`src/rtl/reg_bus_pkg.sv`:
```
// Shared defaults, FSM state type and command layout for the register-bus master.
package reg_bus_pkg;

  localparam int DEF_ADDR_W = 8;
  localparam int DEF_DATA_W = 16;

  typedef enum logic [1:0] {IDLE, ISSUE, WAIT_RD, RESP} mst_state_t;

  typedef struct packed {
    logic                  wr;
    logic [DEF_ADDR_W-1:0] addr;
    logic [DEF_DATA_W-1:0] wdata;
  } reg_cmd_t;

  // Flattened command width {wr, addr, wdata} for non-default bus widths.
  function automatic int cmd_width(input int aw, input int dw);
    return 1 + aw + dw;
  endfunction

endpackage

```
`src/rtl/reg_cmd_fifo.sv`:
```
// Synchronous command FIFO; extra pointer MSB separates full from empty.
module reg_cmd_fifo
  import reg_bus_pkg::*;
#(
  parameter int W     = cmd_width(DEF_ADDR_W, DEF_DATA_W),
  parameter int DEPTH = 4
) (
  input  logic         clk,
  input  logic         rst,
  input  logic         push,
  input  logic [W-1:0] din,
  input  logic         pop,
  output logic [W-1:0] dout,
  output logic         full,
  output logic         empty
);

  localparam int AW = $clog2(DEPTH);
  localparam logic [AW:0] PTR_ONE = (AW+1)'(1);

  logic [W-1:0] r_mem [DEPTH];
  logic [AW:0]  r_wr_ptr;
  logic [AW:0]  r_rd_ptr;
  logic         w_do_push;
  logic         w_do_pop;

  assign empty = (r_wr_ptr == r_rd_ptr);
  assign full  = (r_wr_ptr[AW] != r_rd_ptr[AW]) &&
                 (r_wr_ptr[AW-1:0] == r_rd_ptr[AW-1:0]);

  // A pop in the same cycle frees the slot, so push-while-full is allowed then.
  assign w_do_pop  = pop && !empty;
  assign w_do_push = push && (!full || w_do_pop);

  always_ff @(posedge clk) begin
    if (rst) begin
      r_wr_ptr <= '0;
      r_rd_ptr <= '0;
    end else begin
      if (w_do_push) r_wr_ptr <= r_wr_ptr + PTR_ONE;
      if (w_do_pop)  r_rd_ptr <= r_rd_ptr + PTR_ONE;
    end
  end

  always_ff @(posedge clk) begin
    if (w_do_push) r_mem[r_wr_ptr[AW-1:0]] <= din;
  end

  assign dout = r_mem[r_rd_ptr[AW-1:0]];

endmodule

```
`src/rtl/reg_bus_master.sv`:
```
// Register-bus master: buffers commands and issues them one access at a time.
// Define REG_BUS_MST_STATS_EN to add saturating rd_cnt/wr_cnt access counters.
module reg_bus_master
  import reg_bus_pkg::*;
#(
  parameter int ADDR_W     = DEF_ADDR_W,
  parameter int DATA_W     = DEF_DATA_W,
  parameter int FIFO_DEPTH = 4,
  parameter int RD_LAT     = 1
) (
  input  logic              clk,
  input  logic              rst,
  input  logic              cmd_valid,
  output logic              cmd_ready,
  input  logic              cmd_wr,
  input  logic [ADDR_W-1:0] cmd_addr,
  input  logic [DATA_W-1:0] cmd_wdata,
  output logic              rsp_valid,
  input  logic              rsp_ready,
  output logic [ADDR_W-1:0] rsp_addr,
  output logic [DATA_W-1:0] rsp_rdata,
  output logic              wr,
  output logic              en,
  output logic [ADDR_W-1:0] addr,
  output logic [DATA_W-1:0] wdata,
  input  logic [DATA_W-1:0] rdata,
  output logic              busy
`ifdef REG_BUS_MST_STATS_EN
  ,
  output logic [15:0]       rd_cnt,
  output logic [15:0]       wr_cnt
`endif
);

  localparam int CMD_W = cmd_width(ADDR_W, DATA_W);
  localparam int CNT_W = (RD_LAT > 1) ? $clog2(RD_LAT) : 1;
  localparam logic [CNT_W-1:0] LAT_LOAD = CNT_W'(RD_LAT - 1);
  localparam logic [CNT_W-1:0] CNT_ONE  = CNT_W'(1);

  mst_state_t        r_state;
  logic              r_wr;
  logic [ADDR_W-1:0] r_addr;
  logic [DATA_W-1:0] r_wdata;
  logic [CNT_W-1:0]  r_lat_cnt;
  logic [ADDR_W-1:0] r_rsp_addr;
  logic [DATA_W-1:0] r_rsp_rdata;

  logic              w_push;
  logic              w_pop;
  logic              w_full;
  logic              w_empty;
  logic [CMD_W-1:0]  w_head;
  logic              w_head_wr;
  logic [ADDR_W-1:0] w_head_addr;
  logic [DATA_W-1:0] w_head_wdata;

  assign w_push = cmd_valid && !w_full;
  // Head is consumed whenever the FSM is ready to start the next access.
  assign w_pop  = !w_empty && ((r_state == IDLE) ||
                               (r_state == ISSUE && r_wr) ||
                               (r_state == RESP && rsp_ready));

  reg_cmd_fifo #(
    .W     (CMD_W),
    .DEPTH (FIFO_DEPTH)
  ) u_fifo (
    .clk   (clk),
    .rst   (rst),
    .push  (w_push),
    .din   ({cmd_wr, cmd_addr, cmd_wdata}),
    .pop   (w_pop),
    .dout  (w_head),
    .full  (w_full),
    .empty (w_empty)
  );

  assign {w_head_wr, w_head_addr, w_head_wdata} = w_head;

  always_ff @(posedge clk) begin
    if (rst) begin
      r_state     <= IDLE;
      r_wr        <= 1'b0;
      r_addr      <= '0;
      r_wdata     <= '0;
      r_lat_cnt   <= '0;
      r_rsp_addr  <= '0;
      r_rsp_rdata <= '0;
    end else begin
      if (w_pop) begin
        r_wr    <= w_head_wr;
        r_addr  <= w_head_addr;
        r_wdata <= w_head_wdata;
      end
      unique case (r_state)
        IDLE:    if (w_pop) r_state <= ISSUE;
        ISSUE: begin
          if (!r_wr) begin
            r_state   <= WAIT_RD;
            r_lat_cnt <= LAT_LOAD;
          end else if (!w_pop) begin
            r_state <= IDLE;
          end
        end
        WAIT_RD: begin
          if (r_lat_cnt == '0) begin
            r_rsp_addr  <= r_addr;
            r_rsp_rdata <= rdata;
            r_state     <= RESP;
          end else begin
            r_lat_cnt <= r_lat_cnt - CNT_ONE;
          end
        end
        RESP:    if (rsp_ready) r_state <= w_pop ? ISSUE : IDLE;
        default: r_state <= IDLE;
      endcase
    end
  end

  assign cmd_ready = !w_full;
  assign en        = (r_state == ISSUE);
  assign wr        = r_wr && en;
  assign addr      = r_addr;
  assign wdata     = r_wdata;
  assign rsp_valid = (r_state == RESP);
  assign rsp_addr  = r_rsp_addr;
  assign rsp_rdata = r_rsp_rdata;
  assign busy      = !w_empty || (r_state != IDLE);

`ifdef REG_BUS_MST_STATS_EN
  logic [15:0] r_rd_cnt;
  logic [15:0] r_wr_cnt;

  always_ff @(posedge clk) begin
    if (rst) begin
      r_rd_cnt <= '0;
      r_wr_cnt <= '0;
    end else if (en) begin
      if (r_wr && r_wr_cnt != 16'hFFFF)  r_wr_cnt <= r_wr_cnt + 16'd1;
      if (!r_wr && r_rd_cnt != 16'hFFFF) r_rd_cnt <= r_rd_cnt + 16'd1;
    end
  end

  assign rd_cnt = r_rd_cnt;
  assign wr_cnt = r_wr_cnt;
`endif

endmodule

```
`config.mk`:
```
export PLATFORM = sky130hd
export DESIGN_NAME = reg_bus_master
export DESIGN_NICKNAME = d
export VERILOG_FILES = /design/src/rtl/reg_bus_pkg.sv /design/src/rtl/reg_cmd_fifo.sv /design/src/rtl/reg_bus_master.sv
export SDC_FILE = /design/constraint.sdc
export NUM_CORES = 1
export LEC_CHECK = 0
export ABC_AREA = 1
export CAP_MARGIN = 20
export CORE_MARGIN = 2
export CORE_UTILIZATION = 34
export CTS_CLUSTER_DIAMETER = 120
export DETAILED_ROUTE_END_ITERATION = 7
export HOLD_SLACK_MARGIN = 0.12
export SYNTH_ARGS = -nofsm -noshare
export SYNTH_HDL_FRONTEND = slang
export SYNTH_SLANG_ARGS = --single-unit
```
`constraint.sdc`:
```
create_clock -name clk -period 3.2 [get_ports clk]
set_clock_uncertainty 0.1 [all_clocks]
set_input_delay 0.64 -clock clk [delete_from_list [all_inputs] [get_ports clk]]
set_output_delay 0.64 -clock clk [all_outputs]
set_load 0.02 [all_outputs]
```
==> metrics.txt <==
status=completed; Post-layout nets=677; DIE AREA=around 19,000 sq um; clock root buffer=clkbuf_16; Max Buffers Root-to-Sink=2; max incr delay on CP=roughly 0.63 ns; Die Y=roughly 140 microns; most repeated cell in the gate-level netlist after synthesis=nor2_1; distinct cell type count after synthesis=27; worst-skew pair later-pin latency=roughly 0.42 ns; Yosys warning count=0; GR Overflow Total=0; via count=between 4,000 and 5,000; Critical Path Slowest Stage Cell=clkdlybuf4s50_1; Sink Count=around 160; # H-tree levels=4; PwrDens=roughly 900 nW/um^2; number of global-route vias before repair=around 4,000; CTS Buf Count=17; Synth async-reset ratio=0%; Antenna Nets Post-Route=0; Syn Area/Cell=11.2 sq um; count of final hold-check violations=0; TritonRoute pass-1 iters=4; Crit Path Max Fanout=5; Final min period=2.62 ns; post-synth top area cell=edfxtp_1; ys flop type=edfxtp_1; largest net degree at the start of global routing=53; CP Launch Type=register; cts hold-fix bufs=0; gpl congestion=about 0.72; Worst-path clk slew=~0.060 ns; Setup TNS=0 ns; post-synth top area share=50.6%; reg2reg setup slack=1.33 ns; Layout area overhead=29.3%; Max Slew Vio Count=0; Post-DP HPWL=about 8.3 mm; Routed WL per cell=about 16 microns; post-CTS sizing=0; worst vdd ir=around 430 uV; via/cell ratio=approximately 4.7; initial antenna violation count=1; core box area=17,200 sq um; die width=around 140 microns; First DRT Iteration DRCs=285; Site Rows=48; # DRC=0; CTS tree=done; RSZ-0062 raised after global routing=no; final setup fails=0; All-Layer GR Usage=15.2%; Port Buffers=97; synth cell count leaders=nor2_1 (109), edfxtp_1 (100), o21ai_0 (78), nand2_1 (60), dfxtp_1 (57); WHS=approximately 0.37 ns; Starting Density=between 30% and 40%; Ports=just under 100; Synth area leaders=edfxtp_1 (51%), dfxtp_1 (19%), nor2_1 (6.9%); Post-synth EDFFs=100; fraction of layout instances using a drive strength above 1=11.3%; Mapped Area=5940 sq um; Min-Delay Path Class=reg -> reg; maximum clock rate=382 MHz; first-pass GRT wire length=about 21 mm; WL final=between 10 and 15 mm; kind of critical path=reg -> out; cells after synthesis=530; worst path required time=about 2.5 ns; #FFs+latches synth=157; Data arrival, critical path=1.88 ns; Lkg Pwr=~2.7 nW; Post-Syn Nets=between 500 and 600; crit-path cells=inv_1 > nand2_1 > nand2_2 > nand4_1 > clkdlybuf4s50_1; Slew HR=around 46%; Max-Cap Viols=0; register area share after synthesis=~70%; # diodes=0; CP Capture Type=output pin; Slew @ Worst Pin=slightly above 0.8 ns; final critical-path share of the clock period=81.7%; post-CTS setup buffers=0
[per-stage QoR]
| step | util [%] | total power, mW | std cells | cell area (sq um) | worst slack [ns] |
|---|---|---|---|---|---|
| 6_report | 44.7 | 6.91 | 865 | 7680 | 0.585 |
| 2_1_floorplan | - | 4.21 | 530 | 5940 | 0.656 |
| 5_1_grt | 44.7 | 7.33 | 865 | 7680 | 0.424 |
| 3_3_place_gp | 41.6 | 5.11 | 833 | 7140 | 0.801 |
| 4_1_cts | 44.7 | 6.99 | 865 | 7680 | 0.556 |
| 3_5_place_dp | 41.6 | 5.17 | 833 | 7140 | 0.796 |
[where the power goes]
part           total, mW  internal (mW)  switching (mW)  leakage, nW
clock network       1.80           1.05           0.746        0.254
logic               2.39          0.907            1.48         1.08
registers           2.72           2.51           0.209         1.39
total               6.91           4.47            2.43         2.72
[cell type report]
| cell class | count | area [sq um] |
|---|---|---|
| Tap cell | 225 | 282 |
| Clock inverter | 13 | 100 |
| Timing Repair Buffer | 108 | 1050 |
| Sequential cell | 157 | 4140 |
| Multi-Input combinational cell | 324 | 1590 |
| Fill cell | 1595 | 9500 |
| Inverter | 19 | 78.8 |
| Clock buffer | 19 | 433 |
[state kept, by name, indices dropped and copies added, names as in the netlist, 3 cells and up, named ones only]
| register | count |
|---|---|
| u_fifo.r_mem | 100 |
| u_fifo.r_wr_ptr | 3 |
| rsp_rdata | 16 |
| wdata | 16 |
| addr | 8 |
| u_fifo.r_rd_ptr | 3 |
| rsp_addr | 8 |
[path summary, 6_finish.rpt]
| kind | startpoint | endpoint | depth (start not counted) |
|---|---|---|---|
| worst max-delay path | u_fifo.r_wr_ptr[0] | busy | 5 |
| worst min-delay path | wdata[4] | wdata[4] | 2 |
| worst max register to register | u_fifo.r_wr_ptr[0] | u_fifo.r_mem[1][16] | 7 |
| worst min register to register | wdata[4] | wdata[4] | 2 |
[per-layer routing]
layer  global-route usage, %  wire, microns
met1                    19.0           6040
met2                    24.2           6400
met3                    5.18           1010
met4                    5.90             92
met5                       0             10
[cell families after synthesis]
kind of cell | Yosys count | share of synthesized area [%]
flops | 157 | 69.8
buf+inv | 49 | 3.58
simple gates | 182 | 12.3
compound gates | 137 | 13.2
fa+ha+maj | 5 | 1.05
[placed cells by master (no fill, tap or decap), types with 5 or more instances in the layout]
cell and n:
ha_1 5, o21ai_0 78, o22ai_1 25, edfxtp_1 100, inv_1 15, nand2_1 60, dfxtp_1 57, clkbuf_16 17
a21oi_1 14, nor2_1 106, clkdlybuf4s50_1 97, a21oi_2 18, buf_4 11
[critical path, delay by kind of cell, from the launching register on]
| family | cells | cell delay (ns) |
|---|---|---|
| simple gates | 3 | 0.33 |
| buf+inv | 2 | 0.74 |
| flops | 1 | 0.39 |
No activity file was read; power rests on OpenSTA's default activity.
